==> config.mk <==
export PLATFORM = sky130hd
export DESIGN_NAME = pipe_ctrl_unit
export DESIGN_NICKNAME = d
export VERILOG_FILES = /design/src/rtl/pipe_ctrl_unit.sv
export SDC_FILE = /design/constraint.sdc
export NUM_CORES = 1
export LEC_CHECK = 0
export BUFFER_PORTS_ARGS = -buffer_cell sky130_fd_sc_hd__buf_2
export CORE_MARGIN = 1.5
export CORE_UTILIZATION = 50
export CTS_BUF_LIST = sky130_fd_sc_hd__clkbuf_8
export DETAILED_ROUTE_END_ITERATION = 6
export GPL_TIMING_DRIVEN = 0
export PLACE_DENSITY = 0.91
export SLEW_MARGIN = 15
export SYNTH_ARGS = -nofsm -noshare
export SYNTH_HDL_FRONTEND = slang
export SYNTH_SLANG_ARGS = --single-unit
==> constraint.sdc <==
create_clock -name clk_i -period 2.3 [get_ports clk_i]
set_input_delay 0.23 -clock clk_i [delete_from_list [all_inputs] [get_ports clk_i]]
set_output_delay 0.23 -clock clk_i [all_outputs]
set_load 0.1 [all_outputs]
==> src/rtl/pipe_ctrl_unit.sv <==
// ID-stage control decode, ID/EX control register and load-use hazard stall FSM.
// Branch flushes and load-use stalls are resolved here by inserting bubbles into ID/EX.
module pipe_ctrl_unit #(
    parameter int OPCODE_W   = 7,
    parameter int REG_W      = 5,
    parameter int ALUOP_W    = 2,
    parameter int LOAD_STALL = 1
) (
    input  logic                clk_i,
    input  logic                rst_i,
    input  logic                id_valid_i,
    input  logic [OPCODE_W-1:0] id_op_i,
    input  logic [REG_W-1:0]    id_rs1_i,
    input  logic [REG_W-1:0]    id_rs2_i,
    input  logic [REG_W-1:0]    id_rd_i,
    input  logic                flush_i,
    output logic                stall_o,
    output logic                illegal_o,
    output logic                ex_valid_o,
    output logic                ex_regwrite_o,
    output logic                ex_memtoreg_o,
    output logic                ex_memread_o,
    output logic                ex_memwrite_o,
    output logic [ALUOP_W-1:0]  ex_aluop_o,
    output logic                ex_alusrc_o,
    output logic                ex_branch_o,
    output logic [REG_W-1:0]    ex_rd_o
);

    localparam logic [OPCODE_W-1:0] OP_R      = OPCODE_W'(7'b0110011);
    localparam logic [OPCODE_W-1:0] OP_I      = OPCODE_W'(7'b0010011);
    localparam logic [OPCODE_W-1:0] OP_LOAD   = OPCODE_W'(7'b0000011);
    localparam logic [OPCODE_W-1:0] OP_STORE  = OPCODE_W'(7'b0100011);
    localparam logic [OPCODE_W-1:0] OP_BRANCH = OPCODE_W'(7'b1100011);

    typedef enum logic {RUN, STALL} state_t;

    state_t              state_reg, state_next;
    logic [3:0]          cnt_reg, cnt_next;

    logic                dec_known, dec_rs2_used;
    logic                dec_regwrite, dec_memtoreg, dec_memread, dec_memwrite;
    logic [ALUOP_W-1:0]  dec_aluop;
    logic                dec_alusrc, dec_branch;
    logic                hazard;
    logic                bubble;
    logic                capture;

    always_comb begin
        dec_known    = 1'b0;
        dec_rs2_used = 1'b0;
        dec_regwrite = 1'b0;
        dec_memtoreg = 1'b0;
        dec_memread  = 1'b0;
        dec_memwrite = 1'b0;
        dec_aluop    = '0;
        dec_alusrc   = 1'b0;
        dec_branch   = 1'b0;
        case (id_op_i)
            OP_R: begin
                dec_known    = 1'b1;
                dec_rs2_used = 1'b1;
                dec_regwrite = 1'b1;
                dec_aluop    = ALUOP_W'(2'b01);
            end
            OP_I: begin
                dec_known    = 1'b1;
                dec_regwrite = 1'b1;
                dec_alusrc   = 1'b1;
            end
            OP_LOAD: begin
                dec_known    = 1'b1;
                dec_regwrite = 1'b1;
                dec_memtoreg = 1'b1;
                dec_memread  = 1'b1;
                dec_alusrc   = 1'b1;
            end
            OP_STORE: begin
                dec_known    = 1'b1;
                dec_rs2_used = 1'b1;
                dec_memwrite = 1'b1;
                dec_aluop    = ALUOP_W'(2'b01);
                dec_alusrc   = 1'b1;
            end
            OP_BRANCH: begin
                dec_known    = 1'b1;
                dec_rs2_used = 1'b1;
                dec_aluop    = ALUOP_W'(2'b11);
                dec_branch   = 1'b1;
            end
            default: ;
        endcase
    end

    assign illegal_o = id_valid_i & ~dec_known;

    // Unknown opcodes read no sources, so they can never be the consumer of a hazard.
    assign hazard = id_valid_i & ex_valid_o & ex_memread_o & (ex_rd_o != '0) & dec_known &
                    ((id_rs1_i == ex_rd_o) | (dec_rs2_used & (id_rs2_i == ex_rd_o)));

    always_comb begin
        state_next = state_reg;
        cnt_next   = cnt_reg;
        stall_o    = 1'b0;
        bubble     = 1'b0;
        if (flush_i) begin
            state_next = RUN;
            cnt_next   = 4'd0;
            bubble     = 1'b1;
        end else begin
            case (state_reg)
                RUN: begin
                    if (hazard) begin
                        stall_o = 1'b1;
                        bubble  = 1'b1;
                        if (LOAD_STALL > 1) begin
                            state_next = STALL;
                            cnt_next   = 4'(LOAD_STALL - 1);
                        end
                    end
                end
                STALL: begin
                    stall_o  = 1'b1;
                    bubble   = 1'b1;
                    cnt_next = cnt_reg - 4'd1;
                    if (cnt_reg == 4'd1) begin
                        state_next = RUN;
                    end
                end
                default: begin
                    state_next = RUN;
                    cnt_next   = 4'd0;
                end
            endcase
        end
    end

    assign capture = id_valid_i & ~bubble;

    always_ff @(posedge clk_i or negedge rst_i) begin
        if (!rst_i) begin
            state_reg <= RUN;
            cnt_reg   <= 4'd0;
        end else begin
            state_reg <= state_next;
            cnt_reg   <= cnt_next;
        end
    end

    // Anything not captured (stall, flush, empty ID slot) loads an all-zero bubble.
    always_ff @(posedge clk_i or negedge rst_i) begin
        if (!rst_i) begin
            ex_valid_o    <= 1'b0;
            ex_regwrite_o <= 1'b0;
            ex_memtoreg_o <= 1'b0;
            ex_memread_o  <= 1'b0;
            ex_memwrite_o <= 1'b0;
            ex_aluop_o    <= '0;
            ex_alusrc_o   <= 1'b0;
            ex_branch_o   <= 1'b0;
            ex_rd_o       <= '0;
        end else if (capture) begin
            ex_valid_o    <= 1'b1;
            ex_regwrite_o <= dec_regwrite;
            ex_memtoreg_o <= dec_memtoreg;
            ex_memread_o  <= dec_memread;
            ex_memwrite_o <= dec_memwrite;
            ex_aluop_o    <= dec_aluop;
            ex_alusrc_o   <= dec_alusrc;
            ex_branch_o   <= dec_branch;
            ex_rd_o       <= id_rd_i;
        end else begin
            ex_valid_o    <= 1'b0;
            ex_regwrite_o <= 1'b0;
            ex_memtoreg_o <= 1'b0;
            ex_memread_o  <= 1'b0;
            ex_memwrite_o <= 1'b0;
            ex_aluop_o    <= '0;
            ex_alusrc_o   <= 1'b0;
            ex_branch_o   <= 1'b0;
            ex_rd_o       <= '0;
        end
    end

endmodule

==> results of run 1 <==
-- placed cells by master, fill, tap and decap left out, types with 2 or more instances in the layout --
cell      count
buf_2        40
dfrtp_1      12
xor2_1        7
nor2_1        7
xnor2_1       6
nor3b_1       6
dfrtp_2       5
buf_4         4
nand2b_1      3
inv_1         3
nor3_1        3
nand3_1       3
nand2_1       3
nor2b_1       3
nor4_1        3
clkbuf_8      3
or4_1         2
ha_1          2
-- cells by family after synthesis --
kind of cell / share of synthesized area [%]
buffers and inverters: 4.69
AOI/OAI and AO/OA: 6.39
DFF: 48.3
and+or+nand+nor: 23.7
xor gates and xnor gates: 12.9
muxes: 1.14
adders and majority gates: 2.84
-- cell type report --
type | instances | area (sq um) | area share (%)
multi-input cells | 58 | 420 | 35.0
repair buffers | 44 | 240 | 20.0
flip-flops and latches | 17 | 432 | 36.0
inverters | 3 | 11.3 | 0.938
well taps | 16 | 20.0 | 1.67
clock inverters | 1 | 5.00 | 0.417
plain buffers | 4 | 30.0 | 2.50
clock buffers | 3 | 41.3 | 3.44
-- where the power goes --
part	internal [mW]	switching [mW]
Sequential	0.304	0.00510
Clock	0.120	0.0963
Combinational	0.0370	0.0770
-- layer usage --
layer  part of all wire (%)  track usage, %  wire [um]
met1                     40            24.7        799
met2                     48            34.6        947
met3                    8.2            6.00        161
met4                    3.3            12.9         65
met5                      0               0          0
-- critical path: stages (launching register included) --
cell      delay, ps
dfrtp_2         430
xor2_1          160
nor3_1          200
nand4_1         140
a211oi_2        300
buf_6           160
o21ba_4         130
buf_8           190
-- stage by stage --
stage	util (%)	setup WS (ps)	TNS, ps	instances
6_report	76.1	104	0	146
5_1_grt	76.1	8.19	0	146
4_1_cts	75.2	25.3	0	145
3_5_place_dp	71.0	-19.1	-19.1	139
3_3_place_gp	71.0	49.6	0	139
2_1_floorplan	-	78.3	0	82
-- path summary, 6_finish.rpt --
check                      cells past startpoint          end
max                                            7      stall_o
min                                            2   cnt_reg[0]
max reg2reg                                    5  ex_alusrc_o
min reg2reg                                    2   cnt_reg[3]
max in group asynchronous                      2   ex_rd_o[0]
min in group asynchronous                      2   ex_rd_o[4]
-- repair_timing --
item	CTS	global route
endpoints found under the hold margin	17	0
hold buffers	1	0
resized for setup	1	2
pin swaps	1	1
buffers inserted	1	1
setup endpoints to repair	1	1
==> impl_metrics.csv, run 1 <==
group,metric,value,unit
global_routing,gr-total-overflow,0,
die,coreArea,1580,sq um
global_routing,grt_use_total,21.3,%
cells_and_area,nFillCells,115,
die,die_y,45.0,um
timing,setup_viol,0,
synth,synth_ff_type,"dfrtp_1",
clock_tree,clk_latency,250,ps
timing,slew_headroom,67.6,%
synth,synth_area_leaders,"dfrtp_1, xor2_1, xnor2_1, nor3b_1, nor2_1",
worst_setup_path,crit_start,"ex_rd_o[2]",
timing,report.final.slew_viol_count,0,
die,io_pins,42,
route,antenna_left,0,
die,row_count,14,
route,routed_wl,1.97,mm
worst_setup_path,r2r_slack,460,ps
route,first_iter_violations,11,
power_and_ir_drop,power_leakage,0.614,nW
global_routing,grt_pass1_vias,695,
clock_tree,cts-buffers-inserted,3,
timing,worst_pin_slew,490,ps
timing,hold_viol,0,
die,start_util,55.9,%
cells_and_area,final_nets,159,
clock_tree,path_clk_slew,60,ps
clock_tree,cts_sinks,17,
synth,synth_cells,82,
worst_setup_path,endpoint_kind,"output port",
clock_tree,cts-root-buf,"clkbuf_8",
synth,yosys_warnings,0,
route,vias,787,
power_and_ir_drop,power,0.640,mW
timing,finalHoldWorstSlack,228,ps
global_routing,grt_max_degree,18,
die,die_w,45.0,um
clock_tree,cts_buffer_depth,2,
route,firstDrtPassIters,4,
placed_design,gp_congestion,0.727,
die,die_area,2020,sq um
placed_design,port-buffer-count,41,
power_and_ir_drop,powerDensity,533,nW/um^2
route,drc,0,
cells_and_area,drive_above_1_share,44.6,%
route,vias_per_cell,5.39,
synth,synth_commonest_cells,"dfrtp_1, nor2_1, xor2_1",
synth,syn_area_per_cell,10.7,sq um
synth,synth_top_area_share,48.3,%
timing,finalClockSkew,0.916,ps
synth,ys_seq_area_share,48.3,%
worst_setup_path,cp_max_fo,5,
worst_hold_path,hold_path_class,"in -> reg",
worst_hold_path,hold_start,"flush_i",
synth,synth_edf_count,0,
worst_setup_path,cp.required,2070,ps
power_and_ir_drop,vdd_drop_max,0.384,mV
clock_tree,cts_tree,"built",
synth,ys_async_sr_fraction,100,%
route,routedWlPerCell,13.5,um
timing,rsz0062_at_grt,"no",
job,max_cap_violations,0,
synth,yosys.area.top_type,"dfrtp_1",
worst_setup_path,arrival,1970,ps
global_routing,grt_first_pass_wirelength,2.97,mm
global_routing,antenna_found_initial,0,
timing,max_freq,455,MHz
outcome,status,"completed",
synth,synth.distinct_cells,27,
worst_setup_path,cp-start-kind,"flip-flop",
worst_setup_path,crit_type,"reg -> out",
cells_and_area,syn_to_final_growth,36.2,%
timing,timing.final.crit_share,95.5,%
placed_design,hpwl,1.52,mm
timing,min_period,2200,ps
cells_and_area,largest_reg_flops,5,
synth,syn_area,881,sq um
synth,synth_nets,110,
cells_and_area,diodes,0,
clock_tree,htree_num_levels,1,
synth,ys_ff_latch,17,
cells_and_area,design_area,1200,sq um
worst_setup_path,reg2reg_from,"ex_rd_o[1]",
synth,yosysMostFrequentCell,"dfrtp_1",
placed_design,placed_cell_area,1120,sq um
(Power assumes the default switching activity.)
==> inputs of run 2 (changes only) <==
Settings changed: CORE_MARGIN 1.5 to not set, PLACE_DENSITY 0.91 to 0.94, SETUP_SLACK_MARGIN set to 0.1.
==> run 2 against run 1 <==
  * Global-route usage increased by 3.8 points
  * The flow now finishes with violations (design-rule violations)
  * Utilization increased by 2.6 points
  * Worst hold slack got worse by 19 ps
  * Combinational power increased by 6%
==> impl_metrics.csv, run 2 (synthesis gave the netlist of run 1 again) <==
group,metric,value,unit
clock_tree,cts_tree,"built",
placed_design,hpwl,1.52,mm
route,dr_wl_met3,91,um
timing,finalHoldWorstSlack,209,ps
route,vias,782,
route,antenna_left,0,
die,die_area,1930,sq um
timing,tns,0,ps
route,vias_per_cell,5.32,
timing,min_period,2240,ps
power_and_ir_drop,powerDensity,526,nW/um^2
route,wl_met2,1.19,mm
power_and_ir_drop,power,0.653,mW
worst_setup_path,cp-start-kind,"flip-flop",
worst_hold_path,hold_path_class,"in -> reg",
route,drc,3,
route,top_layer,"met4",
die,io_pins,42,
timing,setup_viol,0,
global_routing,antenna_found_initial,0,
cells_and_area,final_nets,160,
worst_setup_path,reg2reg_from,"ex_rd_o[2]",
power_and_ir_drop,power_leakage,0.624,nW
cells_and_area,stdcell_count,147,
timing,rsz0062_at_grt,"yes",
worst_setup_path,cp_max_fo,4,
global_routing,grt_use_total,25.1,%
timing,max_freq,447,MHz
clock_tree,cts-buffers-inserted,3,
timing,hold_viol,0,
worst_hold_path,whs_path_depth,2,
clock_tree,cts-root-buf,"clkbuf_8",
clock_tree,path_clk_slew,70,ps
global_routing,grt_pass1_vias,761,
die,die_y,44.0,um
placed_design,placed_cells,139,
outcome,status,"finished with violations",
route,routedWlPerCell,15.0,um
cells_and_area,mostFrequentLayoutCells,"buf_2, dfrtp_1, nor2_1",
placed_design,port-buffer-count,41,
clock_tree,clk_latency,250,ps
route,routed_wl,2.21,mm
worst_setup_path,cpPeakStageDelay,500,ps
placed_design,pre_cts_ws,1.81,ps
placed_design,gp_congestion,0.748,
global_routing,gr-total-overflow,0,
worst_setup_path,crit_start,"ex_rd_o[0]",
worst_setup_path,crit_type,"reg -> out",
timing,worst_pin_slew,490,ps
clock_tree,cts_sinks,17,
outcome,violations,"design-rule violations",
job,max_cap_violations,0,
worst_setup_path,endpoint_kind,"output port",
timing,finalWorstSetupSlack,62.4,ps
route,firstDrtPassIters,6,
timing,slew_headroom,67.5,%
worst_setup_path,crit_slowest_cell,"dfrtp_4",
worst_setup_path,crit_buf_inv,2,
worst_setup_path,critical_path.top_delay_family,"flip-flops",
timing,timing.final.crit_share,97.3,%
die,die_w,44.0,um
global_routing,grt_first_pass_wirelength,3.37,mm
timing,report.final.slew_viol_count,0,
route,wl_met1,872,um
die,coreArea,1580,sq um
route,first_iter_violations,20,
cells_and_area,drive_above_1_share,48.1,%
worst_setup_path,cp.required,2070,ps
worst_setup_path,cp_cell_sequence,"xor2_1 -> nor3_2 -> nand3_1 -> a211oi_2 -> buf_6 -> o21ba_4 -> buf_12",
clock_tree,cts_buffer_depth,2,
clock_tree,htree_num_levels,1,
global_routing,grt_max_degree,18,
timing,finalClockSkew,2.17,ps
worst_setup_path,cp.depth,7,
worst_setup_path,reg2reg_depth,6,
die,row_count,14,
cells_and_area,diodes,0,
cells_and_area,largest_reg_flops,5,
die,start_util,55.9,%
worst_hold_path,hold_start,"flush_i",
cells_and_area,syn_to_final_growth,40.9,%
worst_setup_path,arrival,2010,ps
power_and_ir_drop,vdd_drop_max,0.621,mV
cells_and_area,layout_commonest_cell,"buf_2",
## run 2: power by group
part,total [mW],switching (mW),internal (mW)
registers,0.311,0.00590,0.305
logic,0.121,0.0809,0.0406
clock network,0.221,0.102,0.119
total,0.653,0.189,0.464
## run 2: final cells by class
type,count,area [sq um]
buffer,4,30.0
clock buffer,3,41.3
clock inverter,1,3.75
fill,101,335
inverter,3,11.3
multi-input combinational,58,445
sequential,17,437
tap,16,20.0
timing repair buffer,45,253
## run 2: layer usage
layer  up-vias  track usage [%]
li1        376                -
met3         6             5.00
met1       374             29.9
met5         -                0
met4         0             12.1
met2        26             43.3
## run 2: timing repair
| action | in CTS | in global routing |
|---|---|---|
| hold endpoints to repair | 17 | 0 |
| gates cloned | 0 | 0 |
| setup buffers | 2 | 1 |
| hold buffers | 1 | 0 |
| gates resized for setup | 6 | 3 |
| pin swaps | 1 | 6 |
| endpoints found under the setup margin | 1 | 1 |
## run 2: metrics by stage
step | cell area (sq um) | utilization, %
after global routing | 1240 | 78.7
after global placement | 1120 | 71.3
after floorplan | 898 | -
after detailed placement | 1120 | 71.3
final | 1240 | 78.7
after CTS | 1220 | 77.1
## run 2: final timing paths
| kind | end | slack [ps] |
|---|---|---|
| setup reg to reg | ex_rd_o[4] | 380 |
| hold reg to reg | cnt_reg[3] | 550 |
| setup / recovery | stall_o | 60 |
| max in group asynchronous | ex_rd_o[0] | 1580 |
| min in group asynchronous | ex_memwrite_o | 420 |
| hold / removal | cnt_reg[0] | 210 |
